--- src/rtl/pan_digit_collector.sv ---
// Collects a BCD digit stream over valid/ready into a right-justified 19-digit PAN,
// enforcing length limits, digit legality and an inter-digit timeout.
module pan_digit_collector #(
  parameter int unsigned MIN_LEN        = 12,
  parameter int unsigned MAX_LEN        = 19,
  parameter int unsigned TIMEOUT_CYCLES = 1024
) (
  input  logic        clk_i,
  input  logic        rst_i,
  input  logic        in_valid_i,
  output logic        in_ready_o,
  input  logic [3:0]  in_digit_i,
  input  logic        in_last_i,
  input  logic        pan_ack_i,
  output logic        pan_ready_o,
  output logic [75:0] pan_bcd_o,
  output logic [4:0]  len_final_o,
  output logic        pan_err_o,
  output logic [2:0]  err_code_o,
  output logic        busy_o
);

  localparam int unsigned CntW = $clog2(TIMEOUT_CYCLES + 1) + 1;
  localparam logic [CntW-1:0] CntLast =
    (TIMEOUT_CYCLES == 0) ? '0 : CntW'(TIMEOUT_CYCLES - 1);
  localparam logic [4:0] MinLen = 5'(MIN_LEN);
  localparam logic [4:0] MaxLen = 5'(MAX_LEN);
  localparam bit TimeoutEn = (TIMEOUT_CYCLES != 0);

  typedef enum logic [1:0] {StIdle, StCollect, StDone, StError} state_e;

  state_e          state_q;
  logic [CntW-1:0] cnt_q;
  logic [75:0]     pan_q;
  logic [4:0]      len_q;
  logic            pan_ready_q;
  logic            pan_err_q;
  logic [2:0]      err_code_q;
  logic            busy_q;

  logic        accept;
  logic [4:0]  new_len;
  logic [75:0] base_pan;
  logic [75:0] new_pan;
  logic        timeout_hit;
  logic [2:0]  err_d;

  always_comb begin
    in_ready_o = (state_q == StIdle) || (state_q == StCollect);
    accept     = in_valid_i && in_ready_o;
    // A fresh PAN starts from an empty word regardless of what DONE left behind.
    new_len    = (state_q == StIdle) ? 5'd1 : len_q + 5'd1;
    base_pan   = (state_q == StIdle) ? '0 : pan_q;
    new_pan    = {base_pan[71:0], in_digit_i};
    timeout_hit = TimeoutEn && (state_q == StCollect) && !accept && (cnt_q == CntLast);
    err_d = 3'd0;
    if (accept) begin
      if (in_digit_i > 4'd9) begin
        err_d = 3'd1;
      end else if (new_len > MaxLen) begin
        err_d = 3'd2;
      end else if (in_last_i && (new_len < MinLen)) begin
        err_d = 3'd3;
      end
    end else if (timeout_hit) begin
      err_d = 3'd4;
    end
  end

  always_ff @(posedge clk_i) begin
    if (rst_i) begin
      state_q     <= StIdle;
      cnt_q       <= '0;
      pan_q       <= '0;
      len_q       <= '0;
      pan_ready_q <= 1'b0;
      pan_err_q   <= 1'b0;
      err_code_q  <= 3'd0;
      busy_q      <= 1'b0;
    end else begin
      unique case (state_q)
        StIdle, StCollect: begin
          if (err_d != 3'd0) begin
            state_q    <= StError;
            pan_err_q  <= 1'b1;
            err_code_q <= err_d;
            pan_q      <= '0;
            len_q      <= '0;
            busy_q     <= 1'b0;
          end else if (accept) begin
            pan_q <= new_pan;
            len_q <= new_len;
            cnt_q <= '0;
            if (in_last_i) begin
              state_q     <= StDone;
              pan_ready_q <= 1'b1;
              busy_q      <= 1'b0;
            end else begin
              state_q <= StCollect;
              busy_q  <= 1'b1;
            end
          end else if (state_q == StCollect) begin
            cnt_q <= cnt_q + 1'b1;
          end
        end
        StDone: begin
          if (pan_ack_i) begin
            state_q     <= StIdle;
            pan_ready_q <= 1'b0;
          end
        end
        StError: begin
          if (pan_ack_i) begin
            state_q    <= StIdle;
            pan_err_q  <= 1'b0;
            err_code_q <= 3'd0;
          end
        end
        default: state_q <= StIdle;
      endcase
    end
  end

  assign pan_ready_o = pan_ready_q;
  assign pan_bcd_o   = pan_q;
  assign len_final_o = len_q;
  assign pan_err_o   = pan_err_q;
  assign err_code_o  = err_code_q;
  assign busy_o      = busy_q;

endmodule

--- config.mk ---
export PLATFORM = sky130hd
export DESIGN_NAME = pan_digit_collector
export DESIGN_NICKNAME = d
export VERILOG_FILES = /design/src/rtl/pan_digit_collector.sv
export SDC_FILE = /design/constraint.sdc
export NUM_CORES = 1
export LEC_CHECK = 0
export BUFFER_PORTS_ARGS = -buffer_cell sky130_fd_sc_hd__clkbuf_2
export CORE_MARGIN = 4
export CORE_UTILIZATION = 46
export DETAILED_ROUTE_END_ITERATION = 16
export PLACE_DENSITY = 0.67
export REMOVE_ABC_BUFFERS = 1
export SYNTH_ARGS = -nofsm -noshare
export SYNTH_HDL_FRONTEND = slang
export SYNTH_SLANG_ARGS = --single-unit
--- constraint.sdc ---
create_clock -name clk_i -period 2.35 [get_ports clk_i]
set_input_delay 0.1175 -clock clk_i [delete_from_list [all_inputs] [get_ports clk_i]]
set_output_delay 0.1175 -clock clk_i [all_outputs]
set_load 0.01 [all_outputs]
# After elaboration in Yosys (flattened, before gate mapping)
# Cells that the tools add are included.
[totals] register_bits=101 output_inout_bits=88 word_cells=76
[op_classes] n_addsub=2 n_lt_le_gt_ge=3 n_eq_ne=12 mux=31 n_bitwise=1 reduce_logical=19
[ops] op="$mux 76" count=2
[ops] op="$mux 72" count=1
[ops] op="$mux 12" count=2
[ops] op="$mux 5" count=3
[ops] op="$mux 2" count=7
[ops] op="$add 12x1->12 const B" count=1
[ops] op="$eq 12x10->1 const B" count=1
[ops] op="$mux 3" count=4
[ops] op="$ne 2x2->1 const B" count=6
[ops] op="$mux 1" count=8
[ops] op="$reduce_bool 2->1" count=4
[ops] op="$pmux 3 s2" count=1
[ops] op="$reduce_and 3->1" count=2
[ops] op="$add 5x1->5 const B" count=1
[ops] op="$gt 5x5->1 const B" count=1
[ops] op="$lt 5x4->1 const B" count=1
[ops] op="$reduce_and 5->1" count=1
[ops] op="$eq 2x2->1 const B" count=2
[ops] op="$gt 4x4->1 const B" count=1
[ops] op="$logic_and 1x1->1" count=4
[ops] op="$pmux 1 s2" count=2
[ops] op="$pmux 2 s2" count=1
[ops] op="$reduce_and 2->1" count=2
[ops] op="$reduce_or 2->1" count=2
[ops] op="8 further kinds" count=8

# Depth between registers and ports, before layout
[logic_depth] ltp_word=11 depth_mapped=9

# Least setup slack after synthesis
# Ideal clock, no wire load.
[synth_path] path_kind="flip-flop to flip-flop" start="reg len_q[0] (netlist: len_final_o[0])" end="reg cnt_q[5]" setup_ns=0.070 arrival_ns=2.070 slack_ns=0.210 stages_incl_launch_ff=8 n_path_buf=0 cell_sequence="dfxtp_1 -> ha_1 -> nand3_2 -> mux2i_4 -> o2111a_2 -> or2_1 -> or4_1 -> a21oi_1"
[synth_between] elab_chain_cells=11 elab_cells_between_ends=12
[synth_lines] item="from (decl)" line="35" rtl="logic [4:0] len_q;"
[synth_lines] item="from (signal assigned)" line="92" rtl="len_q <= new_len;"
[synth_lines] item="$add 5x1->5 (*)" line="52" rtl="new_len = (state_q == StIdle) ? 5'd1 : len_q + 5'd1;"
[synth_lines] item="$mux 5 (*)" line="52"
[synth_lines] item="$lt 5x4->1" line="62" rtl="end else if (in_last_i && (new_len < MinLen)) begin"
[synth_lines] item="$logic_and 1x1->1" line="62"
[synth_lines] item="$mux 2" line="62"
[synth_lines] item="$mux 2 (*)" line="60" rtl="end else if (new_len > MaxLen) begin"
[synth_lines] item="$mux 2 (*)" line="58" rtl="if (in_digit_i > 4'd9) begin"
[synth_lines] item="$mux 3 (*)" line="57" rtl="if (accept) begin"
[synth_lines] item="$reduce_bool 3->1 (*)" line="83" rtl="if (err_d != 3'd0) begin"
[synth_lines] item="$not 1->1 (no line) (*)"
[synth_lines] item="$reduce_and 3->1 (no line) (*)"
[synth_lines] item="to (signal assigned)" line="103" rtl="cnt_q <= cnt_q + 1'b1;"
[synth_lines] item="to (decl)" line="33" rtl="logic [CntW-1:0] cnt_q;"
# Every way passes the cells marked *; elsewhere a longest branch is shown, timed or not.
# A chain may end at the register's enable or synchronous reset.

# Worst setup path after layout
# Same ends and word-level chain as after synthesis.

==> reports/metrics.cfg <==
[global_route]
grt_pass1_vias = 3486
track_usage = 0.195
grt_max_degree = 68
antenna_found_initial = 0
grt_pass1_wl_um = 16600
grt_overflow = 0

[layout]
ff_latch_area_um2 = 2020
num_antenna_cells = 0
multi_input_area_um2 = 1930
area_growth_pct = 22.1
layout.nets = 612
mostFrequentLayoutCells = nand2_1, dfxtp_1, clkbuf_2
drive_gt1_frac = 0.244
fillers = 836
layout_commonest_cell = nand2_1

[placement]
gp_congestion = 0.947
dp_hpwl_um = 6930
io_buffers = 96

[clock_network]
cts_max_path_buffers = 2
clockRootBuffer = clkbuf_8
clk-insertion-delay-late_ns = 0.37
cts_tree = yes
cts_max_level = 3
clock-sinks = 101
cts_made_buffers = 9
clkTransAtPathRegs_ns = 0.10

[job]
drv_cap = 0

[critical_path]
worst_ep_required_time_ns = 2.65
cp-end-kind = flip-flop
crit_fanout = 5
worstPathArrival_ns = 2.55
startpoint_type = flip-flop
rr_worst_depth = 7
r2r_setup_slack_ns = 0.1
r2r-start = len_final_o[0]
rr_endpoint = cnt_q[5]
path_class = reg -> reg
critPathCapture = cnt_q[5]
crit_start = len_final_o[0]

[pwr]
power.total_mw = 3.18
combPwrFrac = 0.114
power.density_nw_per_um2 = 636
peakVddDrop_v = 0.000337
leakage_nw = 1.86
switching_share = 0.278
p_switching_mw = 0.882
clkPwrFrac = 0.335
p_seq_frac = 0.551
intPower_mw = 2.29

[timing]
setup_viol = 0
fin_crit_ns = 2.25
fmax_mhz = 444
fin_skew_ns = 0.00903
hold_viol_final = 0
fin_crit_sh = 0.958
finalSetupTns_ns = 0
slew_viol_final = 0
slew_headroom = 0.572
worstMarginPinSlew_ns = 0.643

[detailed_routing]
vias = 3911
wl_per_cell_um = 14.4
drtIter0Drc = 201
drt_pass1_iterations = 4
ant_nets = 0
routed_wl_um = 10300
viasPerCell = 5.48
drc = 0

[synth]
yosysSeqAreaShare = 0.494
netlist_area_um2 = 4090
syn_avg_cell_area_um2 = 8.00
synthDistinctLibCells = 43
synth_ff_type = dfxtp_1
synth_edf_count = 0
synth_warnings = 0
synth_top_area_cell = dfxtp_1
async_reset_ff_frac = 0
synth_top_area_frac = 0.494
ys_ff_latch = 101
synth.area.top_cells = dfxtp_1, a21oi_1, nand3_1
syn_inst = 511

[status]
outcome = complete, no violations

[floorplan]
core_um2 = 8680
die_w_um = 102
start_util = 0.471
rows = 34
die_h_um = 102
ios = 97
die_area_um2 = 10500

[min_path]
hold_path.class = in -> reg

layout make-up:
| class | instances | share of cell area |
|---|---|---|
| sequential | 101 | 0.405 |
| multi-input combinational | 367 | 0.386 |
| timing repair buffer | 121 | 0.141 |
| clock buffer | 11 | 0.0303 |
| tap | 108 | 0.0271 |
| clock inverter | 5 | 0.00877 |
| inverter | 1 | 0.000752 |
power groups by stage:
stage / combinational [mW] / clock [mW] / sequential (mW)
floorplan: 0.158 / 0 / 1.82
global placement: 0.345 / 0 / 1.79
detailed placement: 0.347 / 0 / 1.79
CTS: 0.354 / 1.10 / 1.75
global route: 0.401 / 1.16 / 1.75
finish: 0.362 / 1.06 / 1.75
flip-flops by register name (all words and copies together) (netlist names):
register	count
pan_ready_o	1
pan_err_o	1
cnt_q	12
len_final_o	5
state_q	2
err_code_o	3
busy_o	1
pan_bcd_o	76
synthesized netlist by cell type (2+ instances only):
cell type  instances
o21ai_0            7
nand2_1          104
xnor2_1            7
a21oi_1           90
nor2b_1            2
a21o_1             2
clkbuf_1          30
or3_1              2
ha_1               2
a31oi_1            3
nor2_1            19
nand3b_1           2
nor4_1             2
and3_1             4
nand2b_1           2
nand3_1           79
nor3_1             4
mux2i_1            2
nand4_1            9
nor4b_1            2
dfxtp_1          101
o21ba_2            2
a311oi_1           3
buf_2             12
critical path: stages, from the launching register on:
cell      delay, ns
dfxtp_1        0.32
ha_1           0.25
or3b_1         0.38
o211ai_1       0.16
a221oi_4       0.14
or2_1          0.29
or4_1          0.50
a21oi_1        0.15
routing by layer:
metal	vias up	part of all wire	GRT usage
met5	-	0	0
met2	131	0.46	0.309
li1	1958	-	-
met4	0	0.014	0.0696
met1	1808	0.45	0.270
met3	14	0.068	0.0300
cells by family after synthesis:
group / after synthesis / synth area share
simple gates: 238 / 0.270
fa+ha+maj: 2 / 0.00612
flops: 101 / 0.494
mux: 3 / 0.0104
compound gates: 117 / 0.161
xor+xnor: 7 / 0.0150
buf+inv: 43 / 0.0431
worst min-delay path by stage:
stage                        from      endpoint  slack, ns  cells after the start
global placement    in_digit_i[0]  pan_bcd_o[0]       0.35                      3
CTS                     in_last_i    state_q[1]       0.10                      3
global route            in_last_i    state_q[1]       0.12                      3
floorplan                   rst_i     cnt_q[10]       0.19                      1
finish                  in_last_i    state_q[1]       0.13                      3
detailed placement  in_digit_i[0]  pan_bcd_o[0]       0.35                      3
timing repair:
action / CTS / global route
endpoints found under the hold margin: 5 / 0
setup endpoints to repair: 0 / 84
gates resized for setup: 0 / 4
buffers inserted: 0 / 2
hold buffers: 5 / 0
metrics by stage:
stage / area (um2) / hold WS [ns] / util / cells / setup slack, ns
2_1_floorplan: 3920 / 0.187 / - / 469 / -3.61
3_3_place_gp: 4710 / 0.345 / 0.542 / 691 / 0.146
3_5_place_dp: 4710 / 0.351 / 0.542 / 691 / 0.0828
4_1_cts: 4950 / 0.104 / 0.571 / 712 / 0.0656
5_1_grt: 4990 / 0.116 / 0.575 / 714 / -0.0153
6_report: 4990 / 0.126 / 0.575 / 714 / 0.0988
(Power assumes the default switching activity.)
